<file path="config.mk">
export PLATFORM = sky130hd
export DESIGN_NAME = pc_call_stack
export DESIGN_NICKNAME = d
export VERILOG_FILES = /design/src/rtl/pc_call_stack.sv
export SDC_FILE = /design/constraint.sdc
export NUM_CORES = 1
export LEC_CHECK = 0
export CORE_MARGIN = 5
export CORE_UTILIZATION = 55
export DETAILED_ROUTE_END_ITERATION = 6
export PLACE_DENSITY = 0.87
export SYNTH_ARGS = -nofsm -noshare
export SYNTH_HDL_FRONTEND = slang
export SYNTH_SLANG_ARGS = --single-unit
</file>
<file path="constraint.sdc">
create_clock -name clk -period 4.7 [get_ports clk]
set_input_delay 0.94 -clock clk [delete_from_list [all_inputs] [get_ports clk]]
set_output_delay 0.94 -clock clk [all_outputs]
set_load 0.01 [all_outputs]
</file>
<file path="src/rtl/pc_call_stack.sv">
// picoMIPS program counter with signed relative branches, a hardware
// return-address stack for call/ret, a stall input and sticky stack error flags.
module pc_call_stack #(
  parameter int                P_SIZE      = 6,
  parameter int                STACK_DEPTH = 4,
  parameter logic [P_SIZE-1:0] RESET_ADDR  = '0,
  localparam int               CW          = $clog2(STACK_DEPTH + 1)
) (
  input  logic              clk,
  input  logic              nRst,
  input  logic              stall,
  input  logic              inc,
  input  logic              branchRel,
  input  logic              branchAbs,
  input  logic              call,
  input  logic              ret,
  input  logic              clrErr,
  input  logic [P_SIZE-1:0] branchAddress,
  output logic [P_SIZE-1:0] addressOut,
  output logic [CW-1:0]     stackCount,
  output logic              stackFull,
  output logic              stackEmpty,
  output logic              overflowErr,
  output logic              underflowErr
);

  logic [P_SIZE-1:0] addr_r;
  logic [CW-1:0]     count_r;
  logic              ovf_r;
  logic              unf_r;
  logic [P_SIZE-1:0] stack_r [STACK_DEPTH];

  logic [P_SIZE-1:0] addr_nxt_s;
  logic [CW-1:0]     count_nxt_s;
  logic [P_SIZE-1:0] top_s;
  logic [P_SIZE-1:0] ret_addr_s;
  logic              push_s;
  logic              ovf_set_s;
  logic              unf_set_s;
  logic              full_s;
  logic              empty_s;

  assign full_s     = (count_r == CW'(STACK_DEPTH));
  assign empty_s    = (count_r == {CW{1'b0}});
  assign ret_addr_s = addr_r + P_SIZE'(1);

  // Top-of-stack read: the entry just below the count pointer.
  always_comb begin
    top_s = {P_SIZE{1'b0}};
    for (int i = 0; i < STACK_DEPTH; i++) begin
      if (count_r == CW'(i + 1)) begin
        top_s = stack_r[i];
      end else begin
        top_s = top_s;
      end
    end
  end

  // Next-state selection; stall > ret > call > branchAbs > branchRel > inc > hold.
  always_comb begin
    addr_nxt_s  = addr_r;
    count_nxt_s = count_r;
    push_s      = 1'b0;
    ovf_set_s   = 1'b0;
    unf_set_s   = 1'b0;
    if (stall) begin
      addr_nxt_s = addr_r;
    end else if (ret) begin
      if (!empty_s) begin
        addr_nxt_s  = top_s;
        count_nxt_s = count_r - CW'(1);
      end else begin
        unf_set_s = 1'b1;
      end
    end else if (call) begin
      if (!full_s) begin
        push_s      = 1'b1;
        addr_nxt_s  = branchAddress;
        count_nxt_s = count_r + CW'(1);
      end else begin
        ovf_set_s = 1'b1;
      end
    end else if (branchAbs) begin
      addr_nxt_s = branchAddress;
    end else if (branchRel) begin
      addr_nxt_s = addr_r + branchAddress;
    end else if (inc) begin
      addr_nxt_s = ret_addr_s;
    end else begin
      addr_nxt_s = addr_r;
    end
  end

  // Architectural state; an error event in the same cycle beats clrErr.
  always_ff @(posedge clk or negedge nRst) begin
    if (!nRst) begin
      addr_r  <= RESET_ADDR;
      count_r <= {CW{1'b0}};
      ovf_r   <= 1'b0;
      unf_r   <= 1'b0;
    end else begin
      addr_r  <= addr_nxt_s;
      count_r <= count_nxt_s;
      ovf_r   <= ovf_set_s | (ovf_r & ~clrErr);
      unf_r   <= unf_set_s | (unf_r & ~clrErr);
    end
  end

  // Return-address storage, written at the slot the count currently points to.
  always_ff @(posedge clk or negedge nRst) begin
    if (!nRst) begin
      for (int i = 0; i < STACK_DEPTH; i++) begin
        stack_r[i] <= {P_SIZE{1'b0}};
      end
    end else begin
      for (int i = 0; i < STACK_DEPTH; i++) begin
        if (push_s && (count_r == CW'(i))) begin
          stack_r[i] <= ret_addr_s;
        end else begin
          stack_r[i] <= stack_r[i];
        end
      end
    end
  end

  assign addressOut   = addr_r;
  assign stackCount   = count_r;
  assign stackFull    = full_s;
  assign stackEmpty   = empty_s;
  assign overflowErr  = ovf_r;
  assign underflowErr = unf_r;

endmodule

</file>
== Word level (Yosys, flattened, before mapping) ==
Index checks and enable logic that the tools add are counted.

* Word-level logic and storage cells: 60
* Register bits: 35
* Output and inout bits: 13

* Equality and inequality tests: 7
* $add $sub $neg: 4
* Reduce and logical (&&, ||, !) cells: 9
* Bitwise logic cells: 6
* Muxes and demuxes: 26

{| class="wikitable"
|+ Operators by type and width
! kind !! number
|-
| $mux W6 || 11
|-
| $mux W3 || 4
|-
| $mux W1 || 11
|-
| $reduce_and A4 Y1 || 2
|-
| $add A6 B1 Y6 const B || 1
|-
| $add A6 B6 Y6 || 1
|-
| $eq A3 B2 Y1 const B || 2
|-
| $reduce_bool A5 Y1 || 1
|-
| $logic_and A1 B1 Y1 || 4
|-
| $ne A2 B2 Y1 const B || 2
|-
| $add A3 B1 Y3 const B || 1
|-
| $eq A3 B1 Y1 const B || 1
|-
| $eq A3 B3 Y1 const B || 1
|-
| $logic_not A3 Y1 || 1
|-
| $ne A3 B3 Y1 const B || 1
|-
| $sub A3 B1 Y3 const B || 1
|-
| $and A1 B1 Y1 || 2
|-
| $not A1 Y1 || 2
|-
| $or A1 B1 Y1 || 2
|-
| $reduce_bool A2 Y1 || 1
|}

== Depth between registers and ports, before layout ==
Gate-level depths: netlist of the first run.

* Word-level depth: 7
* Gate-level depth with buffers: 9
* Gate-level depth less buffers: 8

== Worst setup path before layout of the first run ==
Ideal clock, no wire load.

* Path type: in2reg
* From: input branchAddress[2]
* To: register addr_r[5] (netlist: addressOut[5])
* Stages: 6
* Setup slack: 2.102 ns
* Data arrival time: 2.474 ns
* Buffers on the path: 0
* Cells stage by stage: ha_1 -> o21ai_0 -> or4b_1 -> o2111ai_1 -> mux2_2 -> a211o_1

* Word-level cells in the longest chain between the ends: 5

{| class="wikitable"
|+ RTL lines
! item !! line !! text
|-
| start: declaration || 18 || <nowiki>input logic [P_SIZE-1:0] branchAddress,</nowiki>
|-
| $add A6 B6 Y6 || 86 || <nowiki>addr_nxt_s = addr_r + branchAddress;</nowiki>
|-
| $mux W6 || 85 || <nowiki>end else if (branchRel) begin</nowiki>
|-
| $mux W6 || 83 || <nowiki>end else if (branchAbs) begin</nowiki>
|-
| $mux W6 || 75 || <nowiki>end else if (call) begin</nowiki>
|-
| $mux W6 || 68 || <nowiki>end else if (ret) begin</nowiki>
|-
| end signal: assignment || 102 || <nowiki>addr_r <= addr_nxt_s;</nowiki>
|-
| end: declaration || 27 || <nowiki>logic [P_SIZE-1:0] addr_r;</nowiki>
|}

No other way between the ends.
A chain may end at the register's enable or synchronous reset.

== Final worst setup path of the first run ==
* From: register count_r[0] (netlist: stackCount[0])
* To: output stackFull

* Word-level cells in the longest chain between the ends: 1

{| class="wikitable"
|+ RTL lines
! item !! line !! text
|-
| start: declaration || 28 || <nowiki>logic [CW-1:0] count_r;</nowiki>
|-
| start signal: assignment || 98 || <nowiki>count_r <= {CW{1'b0}};</nowiki>
|-
| start signal: assignment || 103 || <nowiki>count_r <= count_nxt_s;</nowiki>
|-
| $eq A3 B3 Y1 || 43 || <nowiki>assign full_s = (count_r == CW'(STACK_DEPTH));</nowiki>
|-
| end: declaration || 21 || <nowiki>output logic stackFull,</nowiki>
|}

No other way between the ends.

==> flow_results.org, run 1 <==
** STA
- Adding up every negative setup slack in the final design gives 0 ns.
- Achievable clock frequency :: 333 MHz
- Portion of the clock cycle consumed by the worst path in the final layout :: 0.639
- For the final database, setup skew stands at a little under 0.007 ns.
- The number of max-slew violations in the final report is 0.
- Final setup slack of the worst path :: ~1.7 ns
- Transition time of the tightest slew-check pin :: 0.756 ns
- Final-report setup violation count :: 0
- Final Critical Period :: 3.00 ns
- Setup repair after global routing missed its margin :: false
- The worst pin sits at a relative slew slack of 0.494.
- The number of endpoints with negative hold slack in the final report was 0.

** Setup path
- The worst setup path is of the reg -> out kind.
- For the worst setup path, the data arrival time is 2.06 ns.
- The worst register-to-register path begins at addressOut[0].
- In this run the worst path has a maximum fanout of 9.
- The worst setup path is captured at an output pin.
- Among all stages on the critical path, the largest delay is contributed by clkdlybuf4s50_1.
- On the worst path, the slowest cell contributes a delay of 0.57 ns.
- Most numerous cell on the critical path :: inv_1
- Ordered cell list for the critical path :: inv_1 > ha_1 > nand2_2 > inv_1 > clkdlybuf4s50_1
- Launching element of the worst setup path :: stackCount[0]
- Data on the critical path is required at its endpoint by 3.76 ns.
- Startpoint type of the worst setup path :: flop

** Floorplanning
- Core area :: 0.00394 mm^2
- Initial Utilization :: 0.562
- The floorplan step defined a die boundary enclosing 0.00540 mm^2.
- Std cell rows :: 23
- # IOs :: 28
- Chip height :: 73.5 um
- Chip Width :: 73.5 um

** Clock network
- CTS placed an instance of clkbuf_8 at the clock tree root.
- The clock net in this run drives a total of 35 sinks.
- Clock insertion delay at the later pin of the skew report :: 0.29 ns
- Once the clock tree was built, the resizer swapped 0 gates to a different size.
- Clock buffer count from CTS :: 5
- Post-CTS Repair Setup Buffers :: 0
- CTS Hold Bufs :: 0
- Clock-pin slew was measured on the worst setup and hold paths at approximately 0.060 ns.
- CTS tree :: yes
- Maximum clock path buffer count :: 2
- CTS H-tree depth :: 2

** Finish
- Ratio of cells with drive above 1 in the final layout :: 0.102
- Layout overhead on the synthesized area :: 16.5%
- The multi-input combinational cells in the finished layout cover a total of 0.00122 mm^2.
- Layout net count :: around 290
- Area occupied by registers :: approximately 880 um^2
- Final non-filler cell area :: 0.00258 mm^2
- The filler cells instantiated in the layout total 326.
- Most frequent standard cell in the layout excluding fill and tap cells :: o21ai_0
- 0 antenna diodes ended up in the layout.
- Most frequent cells in the layout :: o21ai_0 (37), nand2_1 (35), dfrtp_1 (35)
- After the flow finishes, the layout carries non-filler instances totaling between 300 and 400.

** Routing
- Via count :: 1,766
- The count of nets left with antenna violations once routing finished came out at 0.
- After the first detailed-routing iteration, the DRC count stood at 129.
- Dividing the detail-routed via count by the number of cells gives 5.62.
- In the routed design, unresolved DRC markers number 0.
- For this block, the routed nets add up to 4730 um of wire.
- After detailed routing, the average wire length per cell comes to 15.1 um.
- The first detailed-routing pass took 4 iterations.

** Placement
- Number of buffers inserted by port buffering :: 27
- Timing analysis after detailed placement gives a worst setup slack of 1.49 ns.
- The congestion estimate from routability-driven global placement came to approximately 0.85.
- Detailed placement finished with a half-perimeter wire length of 3520 um.
- After detailed placement, the design holds a cell count of 306.
- Placed cell area :: 0.00248 mm^2

** GRT
- The number of antenna violations at the first check in global routing came to 0.
- Leftover overflow at the end of global routing :: 0
- Across every metal layer, demand over resource in global routing totals 0.193.
- The number of global-route vias before repair is 1,690.
- Entering global routing, the biggest net connects 36 pins.
- The first global-routing pass estimated between 8000 and 9000 um of wire.

** Power and ir drop
- Clock network fraction of total power :: 0.160
- The share of total power dissipated in combinational logic is 0.468.
- Power per standard cell area :: 572 mW/mm^2
- Net switching component of the power :: between 0.0005 and 0.0006 W
- IR analysis of the VDD net gives a maximum drop of around 440 uV.
- Of the total power, the share spent switching nets is 0.397.
- Design internal power :: 0.000892 W
- After layout, the design draws a total of approximately 0.0015 W.
- Sequential Power Share :: 0.372
- Leak pwr :: 1.12 nW

** Synthesis
- Of all flip-flops after synthesis, the portion carrying an async set or reset was 1.00.
- Mapped Avg Cell Area :: 9.24 um^2
- Counting every net in the synthesized netlist gives about 270.
- Counting flops with a built-in enable in the synthesized netlist gives 0.
- In the synthesized netlist the dominant register cell turns out to be dfrtp_1.
- Number of synthesized register bits :: 35
- Sequential element share of the synthesized area :: 0.395
- Netlist cell types :: 56
- Yosys synthesis warning count :: 0
- Synth Instances :: 240
- Post-synth design cell area :: 0.00222 mm^2

** Run
- The tool flagged a number of max-cap violations equal to 0.

** Min path
- Hold path startpoint :: stack_r[17]
- Worst hold path class :: reg -> reg

** Outcome
- The flow ran to the end, and the final reports show no timing, DRC or antenna violations.
layer usage:
layer	GRT usage	vias up	routed length, um
li1	-	904	-
met1	0.256	825	2140
met2	0.309	33	2280
met3	0.0479	4	264
met4	0.0624	0	42
met5	0	-	0
critical path: cells and delay by family (launching register included):
kind	cells	cell delay (ns)
buffers and inverters	3	0.93
adders and majority gates	1	0.27
and+or+nand+nor	1	0.16
DFF	1	0.42
final timing paths:
| check | endpoint | slack (ns) | cells after the start |
|---|---|---|---|
| worst max-delay path | stackFull | 1.70 | 5 |
| worst min register to register | stack_r[17] | 0.49 | 2 |
| max in group asynchronous | stack_r[23] | 3.33 | 2 |
| worst min-delay path | stack_r[17] | 0.49 | 2 |
| min in group asynchronous | stack_r[18] | 1.06 | 2 |
| worst max register to register | addressOut[2] | 2.36 | 8 |
cell type report:
| class | count | share of cell area |
|---|---|---|
| clock buffer | 8 | 0.0387 |
| sequential | 35 | 0.339 |
| multi-input combinational | 181 | 0.473 |
| tap | 50 | 0.0242 |
| inverter | 12 | 0.0174 |
| timing repair buffer | 28 | 0.108 |
kinds of logic after synthesis:
family                     count (synthesis)  synth area share
buffers and inverters                     24            0.0536
adders and majority gates                 13            0.0767
and+or+nand+nor                           79             0.188
xor gates and xnor gates                   7            0.0277
muxes                                      8            0.0395
DFF                                       35             0.395
AOI/OAI and AO/OA                         74             0.220
synthesized netlist by cell type (4+ instances only):
master / number / area (um^2)
a21oi_1: 4 / 20.0
o21ai_0: 37 / 185
o311ai_0: 4 / 35.0
inv_1: 12 / 45.0
mux2_2: 6 / 67.6
xor2_1: 4 / 35.0
dfrtp_1: 35 / 876
nor2b_1: 7 / 43.8
clkbuf_1: 4 / 15.0
a22oi_1: 4 / 30.0
ha_1: 12 / 150
nand2_1: 35 / 131
buf_2: 5 / 25.0
nor2_1: 11 / 41.3
sequential cells by signal, indices dropped and copies added, names as in the netlist:
name,cells
stack_r,24
addressOut,6
stackCount,3
overflowErr,1
underflowErr,1
through the flow:
stage          utilization  hold WS, ns
3_5_place_dp         0.630        0.472
6_report             0.655        0.486
5_1_grt              0.655        0.506
2_1_floorplan            -        0.442
3_3_place_gp         0.630        0.459
4_1_cts              0.655        0.486
power groups by stage:
stage          clock, W  sequential, W  combinational [W]
2_1_floorplan         0       0.000535           0.000459
3_3_place_gp          0       0.000549           0.000668
3_5_place_dp          0       0.000554           0.000689
4_1_cts        0.000241       0.000549           0.000696
5_1_grt        0.000255       0.000571           0.000778
6_report       0.000237       0.000550           0.000692
Note: power is estimated with default switching activity, not from simulation.
==> run 2: changes to the inputs <==
CORE_UTILIZATION = 50   (was 55)
PLACE_DENSITY = 0.84   (was 0.87)
clock period = 2.5 ns   (was 4.7 ns; I/O delays follow)
==> run 2 against run 1 <==
Compared with the run above: die area grew 8.6%; sequential cell count is the same; critical path type unchanged; sequential power grew 84%; global-route usage shrank 1.2 points; non-clock buffer count grew 15.
==> flow_results.org, run 2 (synthesis gave the netlist of run 1 again) <==
** Outcome
- The run finished with clean final reports.

** STA
- The routed design could run at a clock period as short as 2.39 ns.
- The tightest hold path in the finished design has a slack of 0.482 ns.
- Number of hold-slack violations in the final timing report :: 0
- Transition time of the tightest slew-check pin :: roughly 0.47 ns
- Number of pins exceeding their max-slew limit in the final report :: 0
- Between clock sinks in the finished design, the worst skew comes to 0.00256 ns.
- The worst pin sits at a relative slew slack of 0.689.
- Setup violations remaining at the end of the flow were counted as 0.
- For this run, the top clock speed supported by timing is 418 MHz.
- Portion of the clock cycle consumed by the worst path in the final layout :: 0.956
- Setup repair after global routing missed its margin :: false
- The worst path meets setup with 0.109 ns of slack.

** Setup path
- In this run the worst path has a maximum fanout of 4.
- The critical path in this run is classified as reg -> out.
- For the worst setup path, the data arrival time is 1.89 ns.
- The worst setup path is captured at an output pin.
- Required time worst endpoint :: 2.00 ns
- Startpoint type of the worst setup path :: flop

** Power and ir drop
- Max rail drop VDD :: 564 uV
- Dividing total power by cell area gives a power density of roughly 1000 mW/mm^2.
- Total power draw :: 0.00280 W
- For this design the static power due to leakage is 1.18 nW.

** Routing
- For this block, the via count after detailed routing is about 1,900.
- Average via count per standard cell :: 5.69
- WL met1 :: 2240 um
- Detailed route wirelength on metal3 :: 203 um
- The count of nets left with antenna violations once routing finished came out at 0.
- Wire length per cell after detailed routing :: between 10 and 15 um
- In the routed design, unresolved DRC markers number 0.
- Wires add up to 4920 um.
- Initial detailed-routing violation count :: 75
- Wire segments on met2 add up to around 2400 um in the final route.
- Drt pass-1 iters :: 4
- Uppermost signal routing layer after detailed routing :: met4

** GRT
- Vias in the first global route :: roughly 1,900
- The first global-routing pass estimated ~8900 um of wire.
- Across every metal layer, demand over resource in global routing totals 0.181.
- The total overflow left after global routing is 0.
- The number of antenna violations at the first check in global routing is 0.
- Entering global routing, the biggest net connects 36 pins.

** Finish
- The register with the most flip-flops in the layout has 24 of them.
- After the last flow step, the layout net total stands at 306.
- Layout overhead on the synthesized area :: 21.1%
- Final non-filler cell area :: roughly 0.0027 mm^2
- Ranked by flip-flop count, first place goes to stack_r.
- Final core area utilization :: 0.621
- Leaving out fill and tap cells, the most frequent cells in the layout are o21ai_0 (36), nand2_1 (35), dfrtp_1 (35).
- The number of antenna diodes in the final layout is 0.
- Ratio of cells with drive above 1 in the final layout :: 0.158
- Leaving out fill and tap cells, the most frequent cell in the layout is o21ai_0.

** Min path
- The min-delay analysis places its worst path in the category reg -> reg.

** Floorplanning
- 28 I/O pins were placed.
- The floorplan step defined a die boundary enclosing 0.00587 mm^2.
- Initial Utilization :: 0.513
- The core region is 0.00432 mm^2.
- Row generation in the floorplan step produced 24 rows.
- Chip height :: 76.6 um
- Chip Width :: 76.6 um

** Placement
- Dpl hpwl :: 3740 um
- Worst slack, placed :: -0.202 ns
- Input and output buffers added on the ports amount to 27.
- Placed cell area :: 0.00260 mm^2
- Final Wtd Congestion :: 0.816

** Clock network
- CTS tree :: yes
- Clock transition at path regs :: 0.07 ns
- CTS saw 35 sinks.
- Post-CTS Repair Setup Buffers :: 0
- Counting the buffers created by CTS gives 5.
- For the worst-skew pair, the clock arrives at the later sink with an insertion delay of 0.29 ns.
- The tree is rooted in a clkbuf_8.
- Maximum clock path buffer count :: 2
- CTS H-tree depth :: 2

** Run
- The tool flagged a number of max-cap violations equal to 0.
run 2: cell count changes in the layout (fill, tap and decap cells not counted), sizes merged:
cell,before,now
clkinv,0,1
clkbuf,8,7
buf,1,16
run 2: metrics by stage:
stage / cells / setup TNS, ns
after CTS: 331 / 0
final: 331 / 0
after global routing: 331 / 0
after floorplan: 240 / 0
after global placement: 323 / -0.130
after detailed placement: 323 / -0.269
run 2: final timing paths:
path	from	end	slack (ns)	cells past startpoint
min in group asynchronous	nRst	stack_r[22]	0.62	2
worst min-delay path	stack_r[23]	stack_r[23]	0.48	2
worst min register to register	stack_r[23]	stack_r[23]	0.48	2
worst max register to register	stackCount[2]	addressOut[5]	0.31	7
worst max-delay path	stackCount[0]	stackEmpty	0.11	4
max in group asynchronous	nRst	underflowErr	1.57	2
run 2: timing repair:
action,in CTS,in global routing
hold buffers,0,0
cloned,0,0
setup endpoints to repair,1,3
pin swaps,0,0
gates resized for setup,1,3
run 2: power breakdown:
part           switching (W)  internal [W]
Clock               0.000203      0.000195
Sequential          0.000206      0.000808
Combinational       0.000704      0.000687
Total                0.00111       0.00169
run 2: layout make-up:
cell class              count  area [um^2]
clock inverters             1         5.00
multi-input cells         181         1230
inverters                  12         45.0
flip-flops and latches     35          876
fillers                   380         1640
clock buffers               7         76.3
repair buffers             43          390
well taps                  52         65.1
run 2: worst max-delay path: stages (launching register included):
cell and delay [ns]:
dfrtp_1 0.41, inv_1 0.15, ha_2 0.25, nor2b_2 0.22
clkdlybuf4s50_1 0.56
run 2: metal layers:
metal	GRT usage	vias up
li1	-	929
met1	0.229	907
met2	0.306	38
met3	0.0343	8
met4	0.0647	0
met5	0	-
